$ cat config.mk
export PLATFORM = sky130hd
export DESIGN_NAME = fft_frame_seq
export DESIGN_NICKNAME = d
export VERILOG_FILES = /design/src/rtl/fft_frame_seq.sv
export SDC_FILE = /design/constraint.sdc
export NUM_CORES = 1
export LEC_CHECK = 0
export ABC_CLOCK_PERIOD_IN_PS = 3000
export CAP_MARGIN = 20
export CORE_MARGIN = 1.5
export CORE_UTILIZATION = 25
export DETAILED_ROUTE_END_ITERATION = 10
export HOLD_SLACK_MARGIN = 0.1
export PLACE_DENSITY = 0.48
export SLEW_MARGIN = 20
export SYNTH_ARGS = -nofsm -noshare
export SYNTH_HDL_FRONTEND = slang
export SYNTH_SLANG_ARGS = --single-unit
$ cat constraint.sdc
create_clock -name clk -period 3 [get_ports clk]
set_clock_uncertainty 0.05 [all_clocks]
set_input_delay 0.3 -clock clk [delete_from_list [all_inputs] [get_ports clk]]
set_output_delay 0.3 -clock clk [all_outputs]
set_load 0.02 [all_outputs]
$ cat src/rtl/fft_frame_seq.sv
// SRAM-to-FFT frame sequencer: streams overlapping frames (stride HOP) from SRAM into an Avalon-ST FFT sink.
// Optional macro FFT_SEQ_SIGNED_EN: sign-extend SRAM words onto sink_real instead of zero-extending.
module fft_frame_seq #(
    parameter int unsigned FFT_LENGTH = 256,
    parameter int unsigned HOP        = 128,
    parameter int unsigned ADDR_W     = 20
) (
    input  logic              clk,
    input  logic              rst_n,
    input  logic              i_start,
    input  logic [ADDR_W-1:0] i_base_addr,
    input  logic [15:0]       i_num_frames,
    output logic              o_sram_rd,
    output logic [ADDR_W-1:0] o_sram_addr,
    input  logic [15:0]       i_sram_data,
    output logic [17:0]       sink_real,
    output logic [17:0]       sink_imag,
    output logic              sink_valid,
    output logic              sink_startofpacket,
    output logic              sink_endofpacket,
    input  logic              sink_ready,
    output logic              o_busy,
    output logic              o_frame_done,
    output logic [15:0]       o_frame_idx
);

    localparam int unsigned SAMP_W     = $clog2(FFT_LENGTH + 1);
    localparam int unsigned DATA_W     = 18;
    localparam int unsigned ENT_W      = DATA_W + 2;
    localparam int unsigned FIFO_DEPTH = 4;
    localparam int unsigned PTR_W      = 2;
    localparam int unsigned CNT_W      = 3;
    localparam int unsigned PEND_W     = 4;

    typedef enum logic [1:0] {S_IDLE, S_RUN, S_DRAIN} state_t;

    state_t              r_state, w_state_nxt;
    logic [ADDR_W-1:0]   r_frame_base, w_cur_base;
    logic [SAMP_W-1:0]   r_samp, w_cur_samp;
    logic [15:0]         r_frames_rem, w_cur_rem;
    logic                r_cont, w_cur_cont;
    logic                w_issue, w_last_samp, w_last_rd;

    logic                r_sram_rd;
    logic [ADDR_W-1:0]   r_sram_addr;
    logic                r_rd_sop, r_rd_eop;
    logic                r_rd_d, r_rd_d_sop, r_rd_d_eop;

    logic [ENT_W-1:0]    r_fifo [FIFO_DEPTH];
    logic [PTR_W-1:0]    r_wr_ptr, r_rd_ptr;
    logic [CNT_W-1:0]    r_fifo_cnt;

    logic                r_sink_valid, r_sink_sop, r_sink_eop;
    logic [DATA_W-1:0]   r_sink_real;
    logic                r_busy, r_frame_done;
    logic [15:0]         r_frame_idx;

    logic [PEND_W-1:0]   w_pend;
    logic                w_room, w_out_free, w_fire, w_fifo_empty, w_push, w_pop, w_sel_vld;
    logic [DATA_W-1:0]   w_in_data;
    logic [ENT_W-1:0]    w_in_ent, w_head, w_sel;

`ifdef FFT_SEQ_SIGNED_EN
    assign w_in_data = {{2{i_sram_data[15]}}, i_sram_data};
`else
    assign w_in_data = {2'b00, i_sram_data};
`endif

    // Read pacing uses only registered counts: buffered entries plus reads whose data has not landed.
    assign w_pend       = PEND_W'(r_fifo_cnt) + PEND_W'(r_sram_rd) + PEND_W'(r_rd_d);
    assign w_room       = (w_pend < PEND_W'(3));
    assign w_out_free   = !r_sink_valid || sink_ready;
    assign w_fire       = r_sink_valid && sink_ready;
    assign w_fifo_empty = (r_fifo_cnt == '0);
    assign w_in_ent     = {w_in_data, r_rd_d_sop, r_rd_d_eop};
    assign w_head       = r_fifo[r_rd_ptr];
    assign w_sel        = w_fifo_empty ? w_in_ent : w_head;
    assign w_sel_vld    = !w_fifo_empty || r_rd_d;
    assign w_push       = r_rd_d && !(w_out_free && w_fifo_empty);
    assign w_pop        = w_out_free && !w_fifo_empty;

    always_ff @(posedge clk) begin
        if (!rst_n) r_state <= S_IDLE;
        else        r_state <= w_state_nxt;
    end

    // In IDLE the read context comes straight from the start inputs so the first read issues next cycle.
    always_comb begin
        w_state_nxt = r_state;
        w_issue     = 1'b0;
        w_cur_base  = r_frame_base;
        w_cur_samp  = r_samp;
        w_cur_cont  = r_cont;
        w_cur_rem   = r_frames_rem;
        if (r_state == S_IDLE) begin
            w_cur_base = i_base_addr;
            w_cur_samp = '0;
            w_cur_cont = (i_num_frames == 16'd0);
            w_cur_rem  = i_num_frames;
        end
        w_last_samp = (w_cur_samp == SAMP_W'(FFT_LENGTH - 1));
        w_last_rd   = w_last_samp && !w_cur_cont && (w_cur_rem == 16'd1);
        case (r_state)
            S_IDLE: begin
                if (i_start) begin
                    w_issue     = 1'b1;
                    w_state_nxt = w_last_rd ? S_DRAIN : S_RUN;
                end
            end
            S_RUN: begin
                if (w_room) begin
                    w_issue = 1'b1;
                    if (w_last_rd) w_state_nxt = S_DRAIN;
                end
            end
            S_DRAIN: begin
                if (w_fire && r_sink_eop && w_fifo_empty && !r_sram_rd && !r_rd_d)
                    w_state_nxt = S_IDLE;
            end
            default: w_state_nxt = S_IDLE;
        endcase
    end

    // Read issue: address generation and sop/eop tagging travel with each read.
    always_ff @(posedge clk) begin
        if (!rst_n) begin
            r_sram_rd    <= 1'b0;
            r_sram_addr  <= '0;
            r_rd_sop     <= 1'b0;
            r_rd_eop     <= 1'b0;
            r_rd_d       <= 1'b0;
            r_rd_d_sop   <= 1'b0;
            r_rd_d_eop   <= 1'b0;
            r_frame_base <= '0;
            r_samp       <= '0;
            r_frames_rem <= '0;
            r_cont       <= 1'b0;
        end else begin
            r_sram_rd  <= w_issue;
            r_rd_sop   <= w_issue && (w_cur_samp == '0);
            r_rd_eop   <= w_issue && w_last_samp;
            r_rd_d     <= r_sram_rd;
            r_rd_d_sop <= r_rd_sop;
            r_rd_d_eop <= r_rd_eop;
            if (w_issue) begin
                r_sram_addr <= w_cur_base + ADDR_W'(w_cur_samp);
                r_cont      <= w_cur_cont;
                if (w_last_samp) begin
                    r_samp       <= '0;
                    r_frame_base <= w_cur_base + ADDR_W'(HOP);
                    r_frames_rem <= w_cur_cont ? w_cur_rem : w_cur_rem - 16'd1;
                end else begin
                    r_samp       <= w_cur_samp + SAMP_W'(1);
                    r_frame_base <= w_cur_base;
                    r_frames_rem <= w_cur_rem;
                end
            end
        end
    end

    always_ff @(posedge clk) begin
        if (w_push) r_fifo[r_wr_ptr] <= w_in_ent;
    end

    // Return FIFO plus output register; returning data bypasses the FIFO when the output can take it.
    always_ff @(posedge clk) begin
        if (!rst_n) begin
            r_wr_ptr     <= '0;
            r_rd_ptr     <= '0;
            r_fifo_cnt   <= '0;
            r_sink_valid <= 1'b0;
            r_sink_real  <= '0;
            r_sink_sop   <= 1'b0;
            r_sink_eop   <= 1'b0;
            r_frame_done <= 1'b0;
            r_frame_idx  <= '0;
            r_busy       <= 1'b0;
        end else begin
            if (w_push) r_wr_ptr <= r_wr_ptr + PTR_W'(1);
            if (w_pop)  r_rd_ptr <= r_rd_ptr + PTR_W'(1);
            r_fifo_cnt <= r_fifo_cnt + CNT_W'(w_push) - CNT_W'(w_pop);
            if (w_out_free) begin
                r_sink_valid <= w_sel_vld;
                r_sink_real  <= w_sel[ENT_W-1:2];
                r_sink_sop   <= w_sel[1] && w_sel_vld;
                r_sink_eop   <= w_sel[0] && w_sel_vld;
            end
            r_frame_done <= w_fire && r_sink_eop;
            if (w_fire && r_sink_eop) r_frame_idx <= r_frame_idx + 16'd1;
            r_busy <= (w_state_nxt != S_IDLE);
        end
    end

    assign o_sram_rd          = r_sram_rd;
    assign o_sram_addr        = r_sram_addr;
    assign sink_real          = r_sink_real;
    assign sink_imag          = '0;
    assign sink_valid         = r_sink_valid;
    assign sink_startofpacket = r_sink_sop;
    assign sink_endofpacket   = r_sink_eop;
    assign o_busy             = r_busy;
    assign o_frame_done       = r_frame_done;
    assign o_frame_idx        = r_frame_idx;

endmodule

### Word-level counts from Yosys, hierarchy flattened

Memories as Yosys holds them, arrays and structs flattened. A register that Yosys moved wholly into a read port is not among the register bits.
Index checks and enable logic that the tools add are counted.

| word-level totals | value |
|---|---|
| memory bits (writable) | 72 |
| flip-flop bits (word level) | 120 |
| memories kept | 1 |
| logic and storage cells | 88 |
| bits of input ports | 56 |

| operators by class | value |
|---|---|
| $add $sub $neg | 11 |
| order comparisons | 1 |
| reduce and logical (&&, ||, !) cells | 27 |
| equal/unequal tests | 4 |
| multiplexer cells | 22 |

Memories:

| memory | words | bits a word | rd ports | clocked after Yosys merged registers in | write ports | RTL line | RTL |
|---|---|---|---|---|---|---|---|
| r_fifo | 4 | 18 | 1 | 1 | 1 | 49 | `logic [ENT_W-1:0] r_fifo [FIFO_DEPTH];` |

Operators with widths:

| cell | count |
|---|---|
| $mux 20 | 3 |
| $mux 16 | 3 |
| $add 20x8->20 const B | 1 |
| $add 20x9->20 | 1 |
| $mux 9 | 2 |
| $add 16x1->16 const B | 1 |
| $eq 16x1->1 const B | 1 |
| $logic_not 16->1 | 1 |
| $sub 16x1->16 const B | 1 |
| $logic_and 1x1->1 | 14 |
| $mux 2 | 7 |
| $add 9x1->9 const B | 1 |
| $eq 9x8->1 const B | 1 |
| $logic_not 9->1 | 1 |
| $logic_not 1->1 | 6 |
| $pmux 2 s3 | 1 |
| $mux 1 | 5 |
| $add 2x1->2 const B | 2 |
| $add 3x1->4 | 1 |
| $add 4x1->4 | 1 |
| $lt 4x2->1 const B | 1 |
| $add 3x1->3 | 1 |
| $logic_not 3->1 | 1 |
| $sub 3x1->3 | 1 |
| 6 further kinds | 7 |

### Longest topological paths before layout

| depth | value |
|---|---|
| depth in word-level cells | 9 |
| gate-level depth with buffers | 14 |
| mapped depth without buffers | 10 |

### Worst setup path after synthesis

OpenSTA, ideal clock, no wires.

| timing | value |
|---|---|
| path kind | register -> register |
| start | register r_state[1] |
| end | register r_sram_addr[16], in the netlist o_sram_addr[16] |
| buffers on the path | 3 |
| arrival time | 2.952 ns |
| cell stages (with the launch flop) | 14 |
| path slack | -0.081 ns |
| data required time | 2.871 ns |
| setup time | 0.079 ns |
| clock period less this slack | 3.081 ns |
| cells stage by stage | dfxtp_1 -> nor2_1 -> buf_4 -> buf_4 -> buf_2 -> nand2_1 -> nand2_1 -> ha_1 -> fa_1 -> a211oi_1 -> o21ai_0 -> o2111ai_2 -> or3_1 -> o211ai_1 |

| between the ends | value |
|---|---|
| cells in the longest elaborated chain, start to end | 3 |
| elaborated cells on any way between the ends | 6 |

Ends and longest elaborated chain:

| element | RTL line | RTL |
|---|---|---|
| start: declaration | 37 | `state_t r_state, w_state_nxt;` |
| start signal: assignment | 84 | `else r_state <= w_state_nxt;` |
| $logic_not 2->1 | 95 | `if (r_state == S_IDLE) begin` |
| $mux 20 | 95 |  |
| named net w_cur_base[0] | 38 | `logic [ADDR_W-1:0] r_frame_base, w_cur_base;` |
| $add 20x9->20 | 146 | `r_sram_addr <= w_cur_base + ADDR_W'(w_cur_samp);` |
| end signal: assignment | 146 |  |
| end: declaration | 45 | `logic [ADDR_W-1:0] r_sram_addr;` |

The timed path passes the listed nets, and every way through them passes these cells.
A chain may end at the register's enable or synchronous reset.

### Worst setup path after layout

| timing | value |
|---|---|
| start | register r_state[0] |
| end | register r_sram_addr[11], in the netlist o_sram_addr[11] |

| between the ends | value |
|---|---|
| cells in the longest elaborated chain, start to end | 3 |
| elaborated cells on any way between the ends | 6 |

Ends and longest elaborated chain:

| element | RTL line |
|---|---|
| $logic_not 2->1 | 95, 103 |
| $mux 20 or $mux 9 (tied branches) | 95 |
| $add 20x9->20 | 146 |

Several ways; a longest one is shown, not always the timed one.

==> flow_summary.html <==
<table>
<tr><th>Metric</th><th>Value</th></tr>
<tr><th colspan="2">Status</th></tr>
<tr><td>Outcome</td><td>complete, no violations</td></tr>
<tr><th colspan="2">Worst setup path</th></tr>
<tr><td>Maximum fanout along the worst path</td><td>12</td></tr>
<tr><td>Most used cell, CP</td><td>sky130_fd_sc_hd__o211ai_1</td></tr>
<tr><td>Type of the setup path with the least slack</td><td>reg -&gt; reg</td></tr>
<tr><td>Number of buffers and inverters on the critical path</td><td>1</td></tr>
<tr><td>Worst stage delay on the critical path</td><td>0.51 ns</td></tr>
<tr><td>Cell Chain, Critical Path</td><td>or2_4 -&gt; buf_4 -&gt; and2_1 -&gt; ha_1 -&gt; o21ai_0 -&gt; o211ai_1 -&gt; a41oi_2 -&gt; or4_1 -&gt; o211ai_1</td></tr>
<tr><td>Kind of end point of the critical path</td><td>flip-flop</td></tr>
<tr><td>Critical path's top delay family</td><td>simple AND/OR/NAND/NOR gates</td></tr>
<tr><td>Crit-path slowest cell</td><td>sky130_fd_sc_hd__or4_1</td></tr>
<tr><td>Data required time at the worst endpoint</td><td>3.35 ns</td></tr>
<tr><td>Flop2flop setup slack</td><td>0.18 ns</td></tr>
<tr><td>Type of origin of the critical path</td><td>flip-flop</td></tr>
<tr><td>Data arrival time of the worst path</td><td>3.17 ns</td></tr>
<tr><th colspan="2">Synthesis</th></tr>
<tr><td>Synthesized area per cell</td><td>9.820 sq um</td></tr>
<tr><td>Post-Syn Instances</td><td>997</td></tr>
<tr><td>Main synth FF type</td><td>sky130_fd_sc_hd__dfxtp_1</td></tr>
<tr><td>Number of unique standard cell types used by synthesis</td><td>87</td></tr>
<tr><td>Number of synthesized flops with an enable pin</td><td>72</td></tr>
<tr><td>Share of synthesized flip-flops with an asynchronous set or reset</td><td>0%</td></tr>
<tr><td>Top area cells in the synthesized netlist</td><td>sky130_fd_sc_hd__dfxtp_1 25%, sky130_fd_sc_hd__edfxtp_1 22%, sky130_fd_sc_hd__nand2_1 5.6%</td></tr>
<tr><td>Count of state elements after synthesis</td><td>192</td></tr>
<tr><td>Syn. warnings</td><td>0</td></tr>
<tr><td>Cell area after synthesis</td><td>9791 sq um</td></tr>
<tr><td>Cell type with the largest total area after synthesis</td><td>sky130_fd_sc_hd__dfxtp_1</td></tr>
<tr><td>Sequential fraction of the synthesis area</td><td>46.62%</td></tr>
<tr><td>Synth top area share</td><td>24.54%</td></tr>
<tr><th colspan="2">Timing</th></tr>
<tr><td>Final min period</td><td>2.818 ns</td></tr>
<tr><td>Slew at the pin with the worst max-slew slack</td><td>0.8773 ns</td></tr>
<tr><td>RSZ-0062 raised after global routing</td><td>no</td></tr>
<tr><td>Max Clock Freq</td><td>354.9 MHz</td></tr>
<tr><td>Total count of hold-check failures in the final report</td><td>0</td></tr>
<tr><td>Relative slew margins</td><td>41.51%</td></tr>
<tr><td>Final setup viols</td><td>0</td></tr>
<tr><td>Summed negative setup slack over all endpoints</td><td>0 ns</td></tr>
<tr><td>Final slew viol count</td><td>0</td></tr>
<tr><td>Final hold slack</td><td>0.2348 ns</td></tr>
<tr><td>Final worst-path cycle share</td><td>93.93%</td></tr>
<tr><th colspan="2">Place</th></tr>
<tr><td>Detailed placement HPWL</td><td>19,520 microns</td></tr>
<tr><td>Input/output buffers</td><td>113</td></tr>
<tr><td>Instance area after placement</td><td>11,560 sq um</td></tr>
<tr><td>Post-Place Cells</td><td>1,609</td></tr>
<tr><td>Last weighted congestion value of the routability-driven placer</td><td>0.7929</td></tr>
<tr><th colspan="2">Floorplanning</th></tr>
<tr><td>Die area</td><td>40,360 sq um</td></tr>
<tr><td>Ports</td><td>134</td></tr>
<tr><td>Number of core rows</td><td>72</td></tr>
<tr><td>Floorplan core area</td><td>38,650 sq um</td></tr>
<tr><td>Die Wd</td><td>200.9 microns</td></tr>
<tr><td>Initial cell density of the core</td><td>25.33%</td></tr>
<tr><td>Die Y-Extent</td><td>200.9 microns</td></tr>
<tr><th colspan="2">Route</th></tr>
<tr><td>DRC violation count after routing</td><td>0</td></tr>
<tr><td>Post-route antenna net violation count</td><td>0</td></tr>
<tr><td>Detailed router's first-iteration violation count</td><td>425</td></tr>
<tr><td>Via total after detailed routing</td><td>7,988</td></tr>
<tr><td>Post-detailed-route wirelength per cell</td><td>17.22 microns</td></tr>
<tr><td>Aggregate routed wire length</td><td>28,270 microns</td></tr>
<tr><td>Number of detailed-routing iterations run before antenna repair</td><td>5</td></tr>
<tr><td>Post-DR vias/cell</td><td>4.865</td></tr>
<tr><th colspan="2">GRT</th></tr>
<tr><td>Number of global-route vias before repair</td><td>7,702</td></tr>
<tr><td>Overall track demand over capacity in global routing</td><td>14.09%</td></tr>
<tr><td>Global-route track usage on met2</td><td>21.90%</td></tr>
<tr><td>Met3 usage</td><td>2.630%</td></tr>
<tr><td>Antenna violations before repair</td><td>1</td></tr>
<tr><td>GRT Max-Usage Layer</td><td>met2</td></tr>
<tr><td>Global-route met1 utilization</td><td>19.67%</td></tr>
<tr><td>Leftover overflow at the end of global routing</td><td>0</td></tr>
<tr><td>First-pass GRT wire length</td><td>44,420 microns</td></tr>
<tr><td>Pin count of the biggest net entering global routing</td><td>56</td></tr>
<tr><th colspan="2">Clock network</th></tr>
<tr><td>Post-CTS clock slew at the launch and capture registers of the worst setup and hold paths</td><td>0.09 ns</td></tr>
<tr><td>Skew-Pair Late Insertion Delay</td><td>0.46 ns</td></tr>
<tr><td>Hold bufs inserted after CTS</td><td>0</td></tr>
<tr><td>Clock tree from TritonCTS</td><td>built</td></tr>
<tr><td>Clock Root Buffer</td><td>sky130_fd_sc_hd__clkbuf_16</td></tr>
<tr><td>Buffers inserted during post-CTS setup optimization</td><td>0</td></tr>
<tr><td>Maximum buffer depth of the clock tree</td><td>2</td></tr>
<tr><td>TritonCTS buffer count</td><td>17</td></tr>
<tr><td>CTS H-tree lvls</td><td>4</td></tr>
<tr><td>Sinks on the clock net</td><td>192</td></tr>
<tr><th colspan="2">Flow run</th></tr>
<tr><td>Reported max-cap violation count</td><td>0</td></tr>
<tr><th colspan="2">Finish</th></tr>
<tr><td>Area overhead of the layout relative to synthesis</td><td>25.32%</td></tr>
<tr><td>Number of filler cells placed in the layout</td><td>3,980</td></tr>
<tr><td>Design Area, Final</td><td>12,270 sq um</td></tr>
<tr><td>Final instance count without filler cells</td><td>1,642</td></tr>
<tr><td>Number of nets at the end of the flow</td><td>1,192</td></tr>
<tr><td>Ratio of cells with drive above 1 in the final layout</td><td>11.75%</td></tr>
<tr><th colspan="2">Worst hold path</th></tr>
<tr><td>Tightest Hold Check Type</td><td>in -&gt; reg</td></tr>
<tr><th colspan="2">Pwr</th></tr>
<tr><td>Power density over the cells</td><td>662.0 nW/um^2</td></tr>
<tr><td>Leakage power summed over all cells</td><td>0.004373 uW</td></tr>
<tr><td>Maximum vdd drop</td><td>0.3681 mV</td></tr>
<tr><td>Post-layout total power</td><td>8123 uW</td></tr>
</table>
-- through the flow --
stage,util (%),setup slack [ns]
after detailed placement,29.90,0.02866
after global routing,31.74,0.02837
after floorplan,-,0.02054
final,31.75,0.1821
after CTS,31.59,0.0001052
after global placement,29.90,0.06314
-- synth_stat cells (all sizes together) (20+ instances only) --
cell / instances
nand3: 49
dfxtp: 120
a21oi: 49
nor2: 84
and2: 26
o21ai: 27
a311oi: 20
buf: 52
nand2: 145
clkbuf: 36
edfxtp: 72
ha: 23
-- cell type report --
class | count | area [sq um] | share of cell area, %
multi-input cells | 722 | 4827 | 39.34
flip-flops and latches | 192 | 4564 | 37.20
repair buffers | 163 | 1521 | 12.40
well taps | 518 | 648.1 | 5.282
clock buffers | 17 | 425.4 | 3.467
clock inverters | 15 | 226.5 | 1.846
inverters | 14 | 53.80 | 0.4385
diodes | 1 | 2.502 | 0.02040
-- per-layer routing --
metal  vias up  wire length (microns)
li1       3888                      -
met1      3879                  13670
met2       187                  12930
met3        34                   1150
met4         0                    521
met5         -                      0
-- worst reg2reg max path, cell delays in order, from the launching register on --
cell                       delay (ns)
sky130_fd_sc_hd__dfxtp_1         0.36
sky130_fd_sc_hd__or2_4           0.30
sky130_fd_sc_hd__buf_4           0.19
sky130_fd_sc_hd__and2_1          0.17
sky130_fd_sc_hd__ha_1            0.34
sky130_fd_sc_hd__o21ai_0         0.13
sky130_fd_sc_hd__o211ai_1        0.36
sky130_fd_sc_hd__a41oi_2         0.23
sky130_fd_sc_hd__or4_1           0.51
sky130_fd_sc_hd__o211ai_1        0.10
-- power breakdown --
group / switching (uW) / total [uW] / internal (uW)
Clock: 1310 / 2490 / 1190
Combinational: 1400 / 2450 / 1050
Sequential: 185 / 3180 / 2990
Total: 2890 / 8120 / 5230
-- layout by cell type, fill, tap and decap left out, types with 5 or more instances in the layout --
cell type / Yosys / routed
sky130_fd_sc_hd__o2111ai_1: 7 / 7
sky130_fd_sc_hd__and3_1: 8 / 8
sky130_fd_sc_hd__nor4_1: 11 / 11
sky130_fd_sc_hd__nand4_1: 17 / 17
sky130_fd_sc_hd__o21a_1: 7 / 7
sky130_fd_sc_hd__xor2_1: 14 / 14
sky130_fd_sc_hd__nand2_1: 145 / 143
sky130_fd_sc_hd__buf_4: 25 / 47
sky130_fd_sc_hd__mux2_2: 7 / 7
sky130_fd_sc_hd__o211ai_1: 19 / 19
sky130_fd_sc_hd__nand3_1: 48 / 48
sky130_fd_sc_hd__nand4b_1: 7 / 7
sky130_fd_sc_hd__o21ai_0: 24 / 22
sky130_fd_sc_hd__a211oi_1: 6 / 5
sky130_fd_sc_hd__a31oi_1: 6 / 6
sky130_fd_sc_hd__mux2i_1: 13 / 13
sky130_fd_sc_hd__edfxtp_1: 72 / 72
sky130_fd_sc_hd__ha_1: 23 / 22
sky130_fd_sc_hd__conb_1: 1 / 20
sky130_fd_sc_hd__a311oi_1: 20 / 20
sky130_fd_sc_hd__and2_1: 25 / 24
sky130_fd_sc_hd__xnor2_1: 17 / 17
sky130_fd_sc_hd__a311o_1: 5 / 5
sky130_fd_sc_hd__a21oi_1: 48 / 48
sky130_fd_sc_hd__a22oi_1: 6 / 6
sky130_fd_sc_hd__inv_1: 14 / 13
sky130_fd_sc_hd__o22ai_1: 5 / 5
sky130_fd_sc_hd__clkinv_8: 0 / 5
sky130_fd_sc_hd__dfxtp_1: 120 / 120
sky130_fd_sc_hd__clkbuf_16: 0 / 17
sky130_fd_sc_hd__clkdlybuf4s50_1: 0 / 112
sky130_fd_sc_hd__a21o_1: 5 / 5
sky130_fd_sc_hd__mux4_2: 18 / 18
sky130_fd_sc_hd__nor3_1: 9 / 8
sky130_fd_sc_hd__nor2_1: 82 / 81
sky130_fd_sc_hd__or3_1: 11 / 11
-- sequential cells by signal, indices dropped and copies added (netlist names), 2 cells and up, named ones only --
name          flops
r_samp            9
r_fifo_cnt        3
r_frames_rem     16
r_state           2
r_wr_ptr          2
o_sram_addr      20
sink_real        16
r_frame_base     20
r_fifo           72
o_frame_idx      16
r_rd_ptr          2
-- repair_timing --
action	in CTS	in global routing
hold endpoints to repair	0	0
endpoints found under the setup margin	0	27
gates resized for setup	0	12
-- cells by family after synthesis --
kind of cell,count (synthesis),synth area share [%]
other,1,0.03830
AND/OR/NAND/NOR,398,19.92
AO/OA/AOI/OAI,209,15.32
buffers and inverters,102,5.495
adder cells (fa/ha/maj),26,3.553
XOR/XNOR,31,2.773
multiplexers,38,6.275
flip-flops,192,46.62
-- worst paths after layout --
path	startpoint	to	depth (start not counted)
max reg2reg	r_state[0]	o_sram_addr[11]	9
min	rst_n	o_busy	3
min reg2reg	r_frame_base[0]	r_frame_base[0]	2
max	r_state[0]	o_sram_addr[11]	9
Power figures use the tool's default switching activity.
==> patch: new RTL, same settings <==
The option `FFT_SEQ_SIGNED_EN` is turned on by a define.
--- a/src/rtl/fft_frame_seq.sv
+++ b/src/rtl/fft_frame_seq.sv
@@ -1,5 +1,7 @@
 // SRAM-to-FFT frame sequencer: streams overlapping frames (stride HOP) from SRAM into an Avalon-ST FFT sink.
 // Optional macro FFT_SEQ_SIGNED_EN: sign-extend SRAM words onto sink_real instead of zero-extending.
+`define FFT_SEQ_SIGNED_EN
+
 module fft_frame_seq #(
     parameter int unsigned FFT_LENGTH = 256,
     parameter int unsigned HOP        = 128,
Function: changed (Yosys sat finds a counterexample within 4 cycles, from zero or initial values and one cycle with rst_n low).
==> patch against the original RTL <==
Wire length decreased by 4.7%. Power shrank 7.0%. Setup slack worse by 0.073 ns. Design area decreased by 1.6%. Area after synthesis down 1.9%. Core utilization up 0.22 points. Global-route usage fell by 0.095 points. Sequential cell count is the same. Combinational power decreased by 11%. Critical endpoint is now o_sram_addr[18].
==> patch: results (changes against the original RTL) <==
STATUS='complete, no violations'
POST_SYNTH_MUX_AREA_SHARE_PCT=6.57  # +0.29 points
FINALWIRELENGTH_MM=26.9  # -4.7%
REG2REG_SETUP_SLACK_NS=0.11  # -0.07 ns
DIE_X_MICRONS=199  # -0.95%
GRT_PASS1_WL_MM=42.7  # -3.8%
CLKCELLAREAFRAC_PCT=4.57  # -0.74 points
WORSTPATHMAXFANOUT=13  # +1
AREA.GROWTH.SYNTH_TO_FINAL_PCT=25.7
GRT_START_MAX_NET_PINS=51  # -8.9%
P_CLK_uW=2240  # -10%
LAYOUT-DRIVE-GT1-SHARE_PCT=11.9  # +0.17 points
GR-USAGE-ALL-LAYERS_PCT=14.0  # -0.095 points
HOLDPATHEND='r_frame_base[13]'
WORST-R2R-CELL-COUNT=10  # +1
YOSYS-TOP-CELLS-COUNT='sky130_fd_sc_hd__nand2_1 (144), sky130_fd_sc_hd__dfxtp_1 (120), sky130_fd_sc_hd__nor2_1 (80), sky130_fd_sc_hd__edfxtp_1 (72), sky130_fd_sc_hd__a21oi_1 (65)'
GRT.MET3_USAGE_PCT=2.54  # -0.087 points
SYNTH_SEQUENTIAL_AREA_RATIO_PCT=47.5  # +0.91 points
PLACED_CELLS_INCL_TAPS=1603  # -0.37%
SYNTH-ADDER-AREA-SHARE_PCT=3.62  # +0.069 points
BUFFERS=166  # +1.8%
SYNTH.TOP_CELLS.BY_AREA='sky130_fd_sc_hd__dfxtp_1 (25%), sky130_fd_sc_hd__edfxtp_1 (23%), sky130_fd_sc_hd__nand2_1 (5.6%)'
GATE_COUNT_POST_SYNTH=989  # -0.80%
GLOBAL_ROUTE.USAGE.MET2_PCT=22.5  # +0.61 points
SEQ_SHARE_PCT=37.8  # +0.63 points
GLOBAL_ROUTE_TRACK_USAGE_ON_MET1_PCT=18.8  # -0.85 points
FINISH.CELL_COUNT_WITHOUT_FILLERS=1635  # -0.43%
N_ALL_INVERTERS=16  # +2
FIRST_ITER_VIOLATIONS=539  # +27%
FIN_WORST_HOLD_SLACK_NS=0.322  # +0.0873 ns
MET1WIRELENGTH_MM=12.8  # -6.1%
VIA_COUNT_OF_THE_FIRST_GLOBAL_ROUTING_PASS=7714  # +0.16%
PLACED_CELL_AREA_SQ_UM=11500  # -0.44%
CLKBUF_COUNT=18  # +1
GRT_ANTENNA_BEFORE_REPAIR=0  # -1
FINAL_NET_COUNT=1193  # +0.084%
STATIC-LEAKAGE-POWER_uW=0.00438  # +0.11%
CRIT_END='o_sram_addr[18]'
ARRIVAL_NS=3.24  # +0.07 ns
DPL_WORST_SLACK_NS=0.00358  # -0.0251 ns
GLOBALPLACE.CONGESTION=0.811  # +2.3%
DETAILROUTE.WIRELENGTH.MET2_MM=12.5  # -3.7%
VIASPERCELL=4.72  # -2.9%
SYNTHXORXNORAREAFRAC_PCT=3.19  # +0.42 points
POWERSEQ_uW=3130  # -2%
MAX-VDD-IR-DROP_V=0.000413  # +12%
HPWL_MM=18.6  # -4.7%
## patch: changes by cell type after synthesis, moves of 6 or more
cell	change
sky130_fd_sc_hd__o21ai_0	+16
sky130_fd_sc_hd__nand3_1	-7
sky130_fd_sc_hd__clkbuf_1	+8
sky130_fd_sc_hd__a21oi_1	+17
sky130_fd_sc_hd__nor3_1	+16
sky130_fd_sc_hd__and3_1	+6
## patch: critical path: stages, from the launching register on
cell and delay [ns]:
sky130_fd_sc_hd__dfxtp_2 0.34, sky130_fd_sc_hd__or2_4 0.32, sky130_fd_sc_hd__buf_4 0.18, sky130_fd_sc_hd__and2_1 0.19
sky130_fd_sc_hd__ha_1 0.22, sky130_fd_sc_hd__or3_1 0.38, sky130_fd_sc_hd__o21bai_1 0.20, sky130_fd_sc_hd__a211oi_2 0.39
sky130_fd_sc_hd__nor3_2 0.12, sky130_fd_sc_hd__a2111o_1 0.38, sky130_fd_sc_hd__nand3_1 0.06
